### config.mk
export PLATFORM = sky130hd
export DESIGN_NAME = seven_segment_scan_ctrl
export DESIGN_NICKNAME = d
export VERILOG_FILES = /design/src/rtl/seven_seg_pkg.sv /design/src/rtl/seven_seg_refresh_tick.sv /design/src/rtl/seven_segment_scan_ctrl.sv
export SDC_FILE = /design/constraint.sdc
export NUM_CORES = 1
export LEC_CHECK = 0
export ABC_CLOCK_PERIOD_IN_PS = 2230
export BUFFER_PORTS_ARGS = -buffer_cell sky130_fd_sc_hd__buf_2
export CORE_ASPECT_RATIO = 0.8
export CORE_UTILIZATION = 54
export CTS_CLUSTER_SIZE = 20
export DETAILED_ROUTE_END_ITERATION = 8
export GPL_TIMING_DRIVEN = 0
export PLACE_DENSITY = 0.84
export SYNTH_ARGS = -nofsm -noshare
export SYNTH_HDL_FRONTEND = slang
export SYNTH_SLANG_ARGS = --single-unit
### constraint.sdc
create_clock -name i_Clk -period 2.23 [get_ports i_Clk]
set_input_delay 0.5575 -clock i_Clk [delete_from_list [all_inputs] [get_ports i_Clk]]
set_output_delay 0.5575 -clock i_Clk [all_outputs]
set_load 0.005 [all_outputs]
### src/rtl/seven_seg_pkg.sv
// Shared types and constants for the two-digit seven-segment scan controller.
// The counter-width helper is usable in localparam expressions.
package seven_seg_pkg;

    localparam int SEG_W = 7;
    localparam int DIG_W = 4;

    localparam logic [SEG_W-1:0] SEG_BLANK = 7'h00;

    typedef enum logic [1:0] {
        IDLE = 2'd0,
        DIG1 = 2'd1,
        DIG2 = 2'd2
    } scan_state_t;

    function automatic int refresh_cnt_w(input int cycles);
        return (cycles <= 2) ? 1 : $clog2(cycles);
    endfunction

endpackage

### src/rtl/seven_seg_refresh_tick.sv
// Free-running refresh counter, 0..CYCLES-1 with wrap.
// o_Tick is high in the cycle where the count sits at its terminal value.
module seven_seg_refresh_tick
    import seven_seg_pkg::*;
#(
    parameter int CYCLES = 25000
) (
    input  logic i_Clk,
    input  logic i_Rst_L,
    output logic o_Tick
);

    localparam int CNT_W = refresh_cnt_w(CYCLES);
    localparam logic [CNT_W-1:0] CNT_LAST = CNT_W'(CYCLES - 1);

    logic [CNT_W-1:0] count_q;
    logic [CNT_W-1:0] count_d;
    logic             tick;

    always_comb begin
        tick    = (count_q == CNT_LAST);
        count_d = tick ? '0 : count_q + CNT_W'(1);
    end

    always_ff @(posedge i_Clk) begin
        if (!i_Rst_L) begin
            count_q <= '0;
        end else begin
            count_q <= count_d;
        end
    end

    assign o_Tick = tick;

endmodule

### src/rtl/seven_segment_scan_ctrl.sv
// Time-shares one registered binary-to-seven-segment decoder between two digits.
// Both digits are snapshotted at scan start, decoded in turn, and latched per digit.
//
//   state | meaning
//   IDLE  | waiting for tick, force or pending request
//   DIG1  | decoder driven with snap1, Segment1 captured on the last phase
//   DIG2  | decoder driven with snap2, Segment2 captured, o_Update follows
module seven_segment_scan_ctrl
    import seven_seg_pkg::*;
#(
    parameter int REFRESH_CYCLES = 25000,
    parameter int DEC_LATENCY    = 1
) (
    input  logic             i_Clk,
    input  logic             i_Rst_L,
    input  logic [DIG_W-1:0] i_Digit1,
    input  logic [DIG_W-1:0] i_Digit2,
    input  logic             i_Blank_Lead,
    input  logic             i_Force,
    output logic [DIG_W-1:0] o_Dec_Number,
    input  logic [SEG_W-1:0] i_Dec_Segment,
    output logic [SEG_W-1:0] o_Segment1,
    output logic [SEG_W-1:0] o_Segment2,
    output logic             o_Busy,
    output logic             o_Update
);

    localparam int PH_W = 3;
    localparam logic [PH_W-1:0] PH_LAST = PH_W'(DEC_LATENCY);

    logic tick;

    scan_state_t      state_q,   state_d;
    logic [PH_W-1:0]  phase_q,   phase_d;
    logic [DIG_W-1:0] snap1_q,   snap1_d;
    logic [DIG_W-1:0] snap2_q,   snap2_d;
    logic [DIG_W-1:0] dec_num_q, dec_num_d;
    logic [SEG_W-1:0] seg1_q,    seg1_d;
    logic [SEG_W-1:0] seg2_q,    seg2_d;
    logic             pending_q, pending_d;
    logic             update_q,  update_d;
    logic             last_phase;

    seven_seg_refresh_tick #(
        .CYCLES (REFRESH_CYCLES)
    ) u_refresh_tick (
        .i_Clk   (i_Clk),
        .i_Rst_L (i_Rst_L),
        .o_Tick  (tick)
    );

    always_comb begin
        state_d    = state_q;
        phase_d    = phase_q;
        snap1_d    = snap1_q;
        snap2_d    = snap2_q;
        dec_num_d  = dec_num_q;
        seg1_d     = seg1_q;
        seg2_d     = seg2_q;
        pending_d  = pending_q;
        update_d   = 1'b0;
        last_phase = (phase_q == PH_LAST);

        case (state_q)
            IDLE: begin
                // Tick, force and pending all collapse into a single scan.
                if (tick || i_Force || pending_q) begin
                    snap1_d   = i_Digit1;
                    snap2_d   = i_Digit2;
                    dec_num_d = i_Digit1;
                    pending_d = 1'b0;
                    phase_d   = '0;
                    state_d   = DIG1;
                end
            end

            DIG1: begin
                if (i_Force) begin
                    pending_d = 1'b1;
                end
                if (last_phase) begin
                    seg1_d    = (i_Blank_Lead && (snap1_q == '0)) ? SEG_BLANK : i_Dec_Segment;
                    dec_num_d = snap2_q;
                    phase_d   = '0;
                    state_d   = DIG2;
                end else begin
                    phase_d = phase_q + PH_W'(1);
                end
            end

            DIG2: begin
                if (i_Force) begin
                    pending_d = 1'b1;
                end
                if (last_phase) begin
                    seg2_d   = i_Dec_Segment;
                    phase_d  = '0;
                    update_d = 1'b1;
                    state_d  = IDLE;
                end else begin
                    phase_d = phase_q + PH_W'(1);
                end
            end

            default: begin
                state_d = IDLE;
            end
        endcase
    end

    always_ff @(posedge i_Clk) begin
        if (!i_Rst_L) begin
            state_q   <= IDLE;
            phase_q   <= '0;
            snap1_q   <= '0;
            snap2_q   <= '0;
            dec_num_q <= '0;
            seg1_q    <= SEG_BLANK;
            seg2_q    <= SEG_BLANK;
            pending_q <= 1'b0;
            update_q  <= 1'b0;
        end else begin
            state_q   <= state_d;
            phase_q   <= phase_d;
            snap1_q   <= snap1_d;
            snap2_q   <= snap2_d;
            dec_num_q <= dec_num_d;
            seg1_q    <= seg1_d;
            seg2_q    <= seg2_d;
            pending_q <= pending_d;
            update_q  <= update_d;
        end
    end

    assign o_Dec_Number = dec_num_q;
    assign o_Segment1   = seg1_q;
    assign o_Segment2   = seg2_q;
    assign o_Busy       = (state_q != IDLE);
    assign o_Update     = update_q;

endmodule

==> results of run 1 <==
flip-flops by register name, indices dropped and copies added (netlist names):
register	flops
u_refresh_tick.count_q	15
o_Segment1	7
o_Segment2	7
o_Dec_Number	4
snap1_q	4
snap2_q	4
phase_q	3
state_q	2
o_Update	1
pending_q	1
cell usage in the layout (no fill, tap or decap), drive strengths merged, types with 2 or more instances in the layout:
master	n
nand4	4
o221a	2
nand2	32
a21oi	5
and4	2
nand2b	3
nor2	30
a22oi	8
and2	3
clkbuf	15
and4bb	2
mux2i	19
and3	6
a311o	2
mux2	5
inv	4
dfxtp	48
ha	4
xor2	10
a31oi	3
buf	41
nand3	12
cells in the mapped netlist:
library cell	n
dfxtp_1	48
nand2_1	32
nor2_1	30
mux2i_1	19
nand3_1	12
xor2_1	10
a22oi_1	8
clkbuf_1	6
mux2_2	5
a21oi_1	4
and3_1	4
ha_1	4
inv_1	4
a31oi_1	3
and2_1	3
buf_2	3
nand2b_1	3
nand4_1	3
and3_2	2
and4_1	2
and4bb_2	2
o221a_2	2
a21oi_4	1
a311o_1	1
a311o_2	1
a32o_2	1
clkbuf_2	1
clkinv_1	1
nand4_4	1
nand4bb_1	1
nor3_1	1
nor3b_1	1
nor4_1	1
nor4b_4	1
o21a_1	1
o21ai_0	1
o21ba_2	1
o32ai_1	1
or3_1	1
xnor2_1	1
final timing paths:
path / from / slack [ns] / cells after the start / endpoint
setup / recovery: state_q[0]$_SDFFE_PN0P_ / 0.19 / 5 / o_Busy
hold / removal: snap2_q[3]$_SDFFE_PN0P_ / 0.46 / 2 / snap2_q[3]$_SDFFE_PN0P_
setup reg to reg: state_q[1]$_SDFFE_PN0P_ / 0.25 / 8 / o_Segment1[3]$_SDFFE_PN0P_
hold reg to reg: snap2_q[3]$_SDFFE_PN0P_ / 0.46 / 2 / snap2_q[3]$_SDFFE_PN0P_
logic make-up (layout without fill, tap and decap cells):
group / Yosys count / count (layout) / share of synthesized area
and+or+nand+nor: 100 / 100 / 0.2409
DFF: 48 / 48 / 0.4512
AOI/OAI and AO/OA: 25 / 25 / 0.09460
muxes: 24 / 24 / 0.1157
buffers and inverters: 15 / 61 / 0.02878
xor gates and xnor gates: 11 / 11 / 0.04524
adders and majority gates: 4 / 4 / 0.02350
critical path, cell delays in order (launching register included):
cell,delay [ns]
dfxtp_1,0.37
inv_1,0.08
ha_1,0.24
clkbuf_2,0.21
inv_1,0.15
buf_2,0.13
power by group:
part	switching, mW	leakage (nW)	internal [mW]
logic	0.146	0.627	0.122
registers	0.0286	0.390	0.899
clock network	0.273	0.0455	0.253
total	0.448	1.06	1.27
cell type report:
| class | instances | area share |
|---|---|---|
| inverters | 5 | 0.007568 |
| well taps | 55 | 0.02775 |
| flip-flops and latches | 48 | 0.3875 |
| clock buffers | 8 | 0.03633 |
| plain buffers | 10 | 0.01766 |
| multi-input cells | 164 | 0.4465 |
| repair buffers | 38 | 0.07669 |
metal layers:
metal  vias up  wire, µm  part of all wire  GRT usage
li1        883         -                 -          -
met4         0        86             0.020     0.1345
met2        55      2008              0.46     0.3738
met3        10       262             0.060    0.05739
met1       815      2029              0.46     0.2828
met5         -         0                 0          0
==> metrics.cfg, run 1 <==
[drt]
wl_um = 4386
drt-initial-drc-count = 106
vias_per_cell = 5.375
vias = 1763
dr.pass1.iters = 4
wire_per_inst_um = 13.37
ant_nets = 0
drc = 0

[place]
hpwl_um = 3224
io_buffers = 38
place.gp.congestion = 0.8497
post-place-ws_ns = 0.3352
dpl_cell_area_um2 = 2389
dpl.cell_count = 320

[global_route]
track_usage = 0.2317
grt_pass1_vias = 1772
grt_pass1_wl_um = 7431
overflow = 0
grt_max_degree = 14
antenna_found_initial = 0

[clocking]
clk_latency_ns = 0.30
cts_tree = yes
cts-root-buf = clkbuf_8
numCtsBuffers = 5
cts.reportedPaths.clkPinSlew_ns = 0.08
cts.sinks = 48
clockBufferDepth = 2
cts.htree.levels = 2
postCtsSetupRepairBufs = 0
post_cts_resized = 0
hold_buffers = 0

[sta]
period_share = 0.9147
setup_viol = 0
fin_ws_ns = 0.1901
fin_crit_ns = 2.040
rsz0062_at_grt = false
slew_headroom = 0.5519
skew_ns = 0.007571
fin_hold_ws_ns = 0.4619
fmaxAchievable_mhz = 490.2
worst_pin_slew_ns = 0.6697
finalHoldViolCount = 0
timing.setup.tns_ns = 0
slew_viol_final = 0

[layout]
final_nets = 295
regArea_um2 = 960.9
fin_cells = 328
final_cell_area_um2 = 2480
n_antenna_cell = 0
postLayoutCoreUtil = 0.6563
area_delta_synth_final_pct = 16.45
drive_above_1_share = 0.2418
multi_input_area_um2 = 1107
fill_cells = 306

[synthesis]
syn-num-nets = 250
yosysSeqAreaShare = 0.4512
syn_inst = 227
yosysTopAreaCellShare = 0.4512
yosys.area.top_type = dfxtp_1
yosys_warnings = 0
syn_area_per_cell_um2 = 9.381
synth_area_um2 = 2130
synthTopCellsByArea = dfxtp_1 (45%), mux2i_1 (8.9%), nand2_1 (5.6%)
synth-seq-cells = 48
ys_types = 40

[floorplanning]
dieWidth_um = 72.21
die_h_um = 58.17
rows = 20
start_util = 0.5636
io_pins = 39
die_area_um2 = 4200
core_um2 = 3779

[power]
finalPower_mw = 1.722
vdd_drop_max_uv = 410.5
power_density_nw_per_um2 = 694.4
p_leak_nw = 1.062

[setup_path]
endpoint_kind = output pin
crit_required_ns = 1.67
cp.arrival_ns = 1.48
start_kind = flop
timing_worst_setup_path_type = flop to output pin
cp_max_fo = 10

[job]
maxCapViolCount = 0

[min_path]
hp-class = flop to flop

[run_status]
status = completed

Power figures use the tool's default switching activity.
==> run 2: changes to the inputs <==
Settings changed: CELL_PAD_IN_SITES_DETAIL_PLACEMENT set to 1, CELL_PAD_IN_SITES_GLOBAL_PLACEMENT set to 1, CORE_UTILIZATION 54 to 43, CTS_BUF_LIST set to sky130_fd_sc_hd__clkbuf_8, PLACE_DENSITY 0.84 to 0.87, RECOVER_POWER set to 25.
==> run 2 against run 1 <==
First-iteration DRC count is 25% lower. Cell area is 1.0% lower. Sequential share of layout area is 0.40 points higher. Via count is 0.11% lower. Clock skew is 0.0022 ns lower. Non-clock buffer count stayed put. Clock power is 10% lower. Fmax is 0.74% lower. Sequential power hardly changed. Die area is 25% higher.
==> metrics.cfg, run 2 (synthesis gave the netlist of run 1 again) <==
[setup_path]
path_delay_family = buffers and inverters
timing_worst_setup_path_type = flop to output pin
crit_required_ns = 1.67
cp.buffers_inverters = 4
crit_top_cell = inv_1
cp_max_fo = 10
cp.arrival_ns = 1.50
path_cells = inv_1 > ha_1 > clkbuf_2 > inv_1 > buf_2
slowest_delay_ns = 0.38
slowest_stage = dfxtp_1
endpoint_kind = output pin
start_kind = flop

[global_route]
overflow = 0
grt_pass1_vias = 1766
antenna_found_initial = 0
grt_pass1_wl_um = 8431
grt_max_degree = 13
track_usage = 0.2122

[clocking]
cts.htree.levels = 2
cts_tree = yes
cts-root-buf = clkbuf_8
numCtsBuffers = 5
postCtsSetupRepairBufs = 0
hold_buffers = 0
clk_latency_ns = 0.30
cts.sinks = 48
clockBufferDepth = 2
cts.reportedPaths.clkPinSlew_ns = 0.08

[sta]
skew_ns = 0.005345
setup_viol = 0
timing.setup.tns_ns = 0
rsz0062_at_grt = false
fin_hold_ws_ns = 0.4553
fmaxAchievable_mhz = 486.6
slew_headroom = 0.5322
period_share = 0.9216
finalHoldViolCount = 0
worst_pin_slew_ns = 0.6991
fin_crit_ns = 2.055
slew_viol_final = 0

[floorplanning]
rows = 22
dieWidth_um = 80.68
start_util = 0.4551
core_um2 = 4679
io_pins = 39
die_area_um2 = 5240
die_h_um = 64.95

[layout]
largest_reg_flops = 15
final_nets = 295
final_cell_mix = dfxtp_1 (48), buf_2 (33), nand2_1 (32)
largest_register = u_refresh_tick.count_q
area_delta_synth_final_pct = 15.28
n_antenna_cell = 0
drive_above_1_share = 0.2111
final_common_cell = dfxtp_1

[drt]
met3_length_um = 252
wl_um = 4925
wl_met2_um = 2171
topRoutingLayerUsed = met4
vias = 1761
wire_per_inst_um = 14.92
dr.pass1.iters = 4
ant_nets = 0
drc = 0
met1_length_um = 2438
vias_per_cell = 5.336
drt-initial-drc-count = 80

[run_status]
status = completed

[place]
io_buffers = 38
hpwl_um = 3737
place.gp.congestion = 0.7501

[power]
vdd_drop_max_uv = 354.2
power_density_nw_per_um2 = 678.8
p_leak_nw = 1.018

[min_path]
hp-class = flop to flop

[job]
maxCapViolCount = 0

## run 2: path summary, 6_finish.rpt
path / depth (start not counted) / slack (ns) / end / from
worst max-delay path: 5 / 0.17 / o_Busy / state_q[0]$_SDFFE_PN0P_
worst min-delay path: 2 / 0.46 / o_Dec_Number[3]$_SDFFE_PN0P_ / o_Dec_Number[3]$_SDFFE_PN0P_
worst max register to register: 8 / 0.23 / o_Segment1[4]$_SDFFE_PN0P_ / state_q[1]$_SDFFE_PN0P_
worst min register to register: 2 / 0.46 / o_Dec_Number[3]$_SDFFE_PN0P_ / o_Dec_Number[3]$_SDFFE_PN0P_
## run 2: layout make-up
type	count	area, µm²
Buffer	10	43.79
Clock buffer	5	68.82
Fill cell	592	2225
Inverter	5	18.77
Multi-Input combinational cell	164	1107
Sequential cell	48	960.9
Tap cell	60	75.07
Timing Repair Buffer	38	180.2
## run 2: power breakdown
| part | switching (mW) | internal, mW |
|---|---|---|
| Clock | 0.268 | 0.203 |
| Combinational | 0.147 | 0.122 |
| Sequential | 0.0288 | 0.899 |
| Total | 0.443 | 1.22 |
## run 2: worst min-delay path, cell delays in order (launching register included)
cell     delay (ns)
dfxtp_1        0.31
nand2_1        0.05
mux2i_1        0.05
## run 2: through the flow
step                      cell area (µm²)  utilization  setup slack (ns)  cells  power [mW]
after floorplan                      2130            -            0.6319    227       1.127
after global placement               2395       0.5118            0.3105    325       1.207
after detailed placement             2395       0.5118            0.2163    325       1.216
after CTS                            2464       0.5265           0.05181    330       1.679
after global routing                 2455       0.5246           0.01369    330       1.751
final                                2455       0.5246            0.1749    330       1.666
## run 2: metal layers
metal,track usage,vias to the layer above
met5,0,-
met4,0.06473,0
met3,0.05634,6
met2,0.3337,38
met1,0.2824,834
li1,-,883
## run 2: timing repair
item                                    4_1_cts  5_1_grt
endpoints found under the setup margin        0        1
hold endpoints to repair                      0        0
gates resized for setup                       0        2
==> run 3: changes to the inputs <==
Settings changed: CORE_ASPECT_RATIO 0.8 to 1.4, CORE_UTILIZATION 43 to 31, PLACE_DENSITY 0.87 to 0.67.
==> run 3 against run 2 <==
Sequential share of layout area is 1.0 points lower. Critical path depth stayed put. Routed wire length is 0.81% higher. Critical endpoint unchanged. Combinational power hardly changed. Fmax is 2.0% higher. First-iteration DRC count is 36% lower. Global-route usage is 6.0 points lower. Clock power is 11% higher. Register-to-register slack better by 0.04 ns. Non-clock buffer count stayed put.
==> metrics.cfg, run 3 (synthesis gave the netlist of run 1 again) <==
[drt]
dr.pass1.iters = 4
drc = 0
wl_um = 4965
drt-initial-drc-count = 51
vias_per_cell = 4.767
ant_nets = 0
wire_per_inst_um = 13.60
vias = 1740

[layout]
postLayoutCoreUtil = 0.3811
final_nets = 295
final_cell_mix = dfxtp_1 (48), buf_2 (36), nand2_1 (32)
largest_reg_flops = 15
area_delta_synth_final_pct = 18.33
largest_register = u_refresh_tick.count_q
final_common_cell = dfxtp_1
drive_above_1_share = 0.2234
fin_cells = 365
n_antenna_cell = 0

[setup_path]
cp.buffers_inverters = 4
path_delay_family = buffers and inverters
timing_worst_setup_path_type = flop to output pin
cp_max_fo = 10
slowest_stage = dfxtp_1
cp.arrival_ns = 1.46
crit_required_ns = 1.67
slowest_delay_ns = 0.36
crit_top_cell = inv_1
path_cells = inv_1 > ha_1 > clkbuf_2 > inv_1 > buf_2
start_kind = flop
endpoint_kind = output pin

[sta]
fin_crit_ns = 2.015
period_share = 0.9038
worst_pin_slew_ns = 0.6526
skew_ns = 0.004133
fin_ws_ns = 0.2145
slew_viol_final = 0
timing.setup.tns_ns = 0
setup_viol = 0
fmaxAchievable_mhz = 496.2
slew_headroom = 0.5634
rsz0062_at_grt = false
finalHoldViolCount = 0

[floorplanning]
die_h_um = 100.1
die_area_um2 = 7210
core_um2 = 6613
dieWidth_um = 72.05
start_util = 0.3220
rows = 35
io_pins = 39

[job]
maxCapViolCount = 0

[global_route]
track_usage = 0.1519
antenna_found_initial = 0
grt_pass1_wl_um = 8452
grt_max_degree = 14
overflow = 0
grt_pass1_vias = 1794

[clocking]
cts.reportedPaths.clkPinSlew_ns = 0.08
cts.sinks = 48
clk_latency_ns = 0.30
cts-root-buf = clkbuf_8
clockBufferDepth = 2
cts.htree.levels = 2
numCtsBuffers = 5
cts_tree = yes
postCtsSetupRepairBufs = 0

[place]
io_buffers = 38
hpwl_um = 3734
place.gp.congestion = 0.7398
dpl.cell_count = 357
post-place-ws_ns = 0.2531

[min_path]
hp-class = flop to flop

[power]
p_leak_nw = 1.049
vdd_drop_max_uv = 296.8
finalPower_mw = 1.716
power_density_nw_per_um2 = 681.1

[run_status]
status = completed

run 3: changes by cell type in the layout (fill, tap and decap cells not counted):
cell	delta
clkbuf_8	+1
clkbuf_1	-2
buf_1	-1
buf_2	+3
inv_1	+2
run 3: area by class of cell:
type	instances	area, µm²
fillers	782	4093
clock buffers	6	82.58
plain buffers	10	43.79
inverters	5	18.77
repair buffers	38	183.9
flip-flops and latches	48	960.9
well taps	92	115.1
multi-input cells	164	1107
clock inverters	2	7.507
run 3: worst register-to-register path, cell delays in order, from the launching register on:
cell and delay, ns:
dfxtp_1 0.34, inv_1 0.08, ha_1 0.13, buf_2 0.19, nand4bb_1 0.12, clkbuf_1 0.25
a21oi_1 0.53, a22oi_1 0.13, nor2_1 0.13
run 3: where the power goes:
part	internal [mW]	switching (mW)	total (mW)
Clock	0.244	0.278	0.522
Sequential	0.899	0.0286	0.927
Combinational	0.122	0.145	0.267
Total	1.26	0.452	1.72
run 3: metrics by stage:
stage          hold slack, ns  area [µm²]
5_1_grt                0.4926        2520
6_report               0.4665        2520
4_1_cts                0.4674        2525
2_1_floorplan          0.4313        2130
3_5_place_dp           0.4471        2435
3_3_place_gp           0.4400        2435
run 3: worst paths after layout:
path / slack [ns] / cells past startpoint / start / end
worst min-delay path: 0.47 / 2 / snap1_q[0]$_SDFFE_PN0P_ / snap1_q[0]$_SDFFE_PN0P_
worst min register to register: 0.47 / 2 / snap1_q[0]$_SDFFE_PN0P_ / snap1_q[0]$_SDFFE_PN0P_
worst max-delay path: 0.21 / 5 / state_q[0]$_SDFFE_PN0P_ / o_Busy
worst max register to register: 0.27 / 8 / state_q[1]$_SDFFE_PN0P_ / o_Segment1[4]$_SDFFE_PN0P_
run 3: timing repair:
item,4_1_cts,5_1_grt
endpoints found under the setup margin,0,1
hold buffers,0,0
gates resized for setup,0,2
run 3: layer usage:
| layer | track usage | vias to the layer above | share of wire |
|---|---|---|---|
| li1 | - | 883 | - |
| met5 | 0 | - | 0 |
| met2 | 0.2642 | 29 | 0.51 |
| met1 | 0.1775 | 823 | 0.44 |
| met4 | 0.06335 | 0 | 0.018 |
| met3 | 0.03514 | 5 | 0.029 |
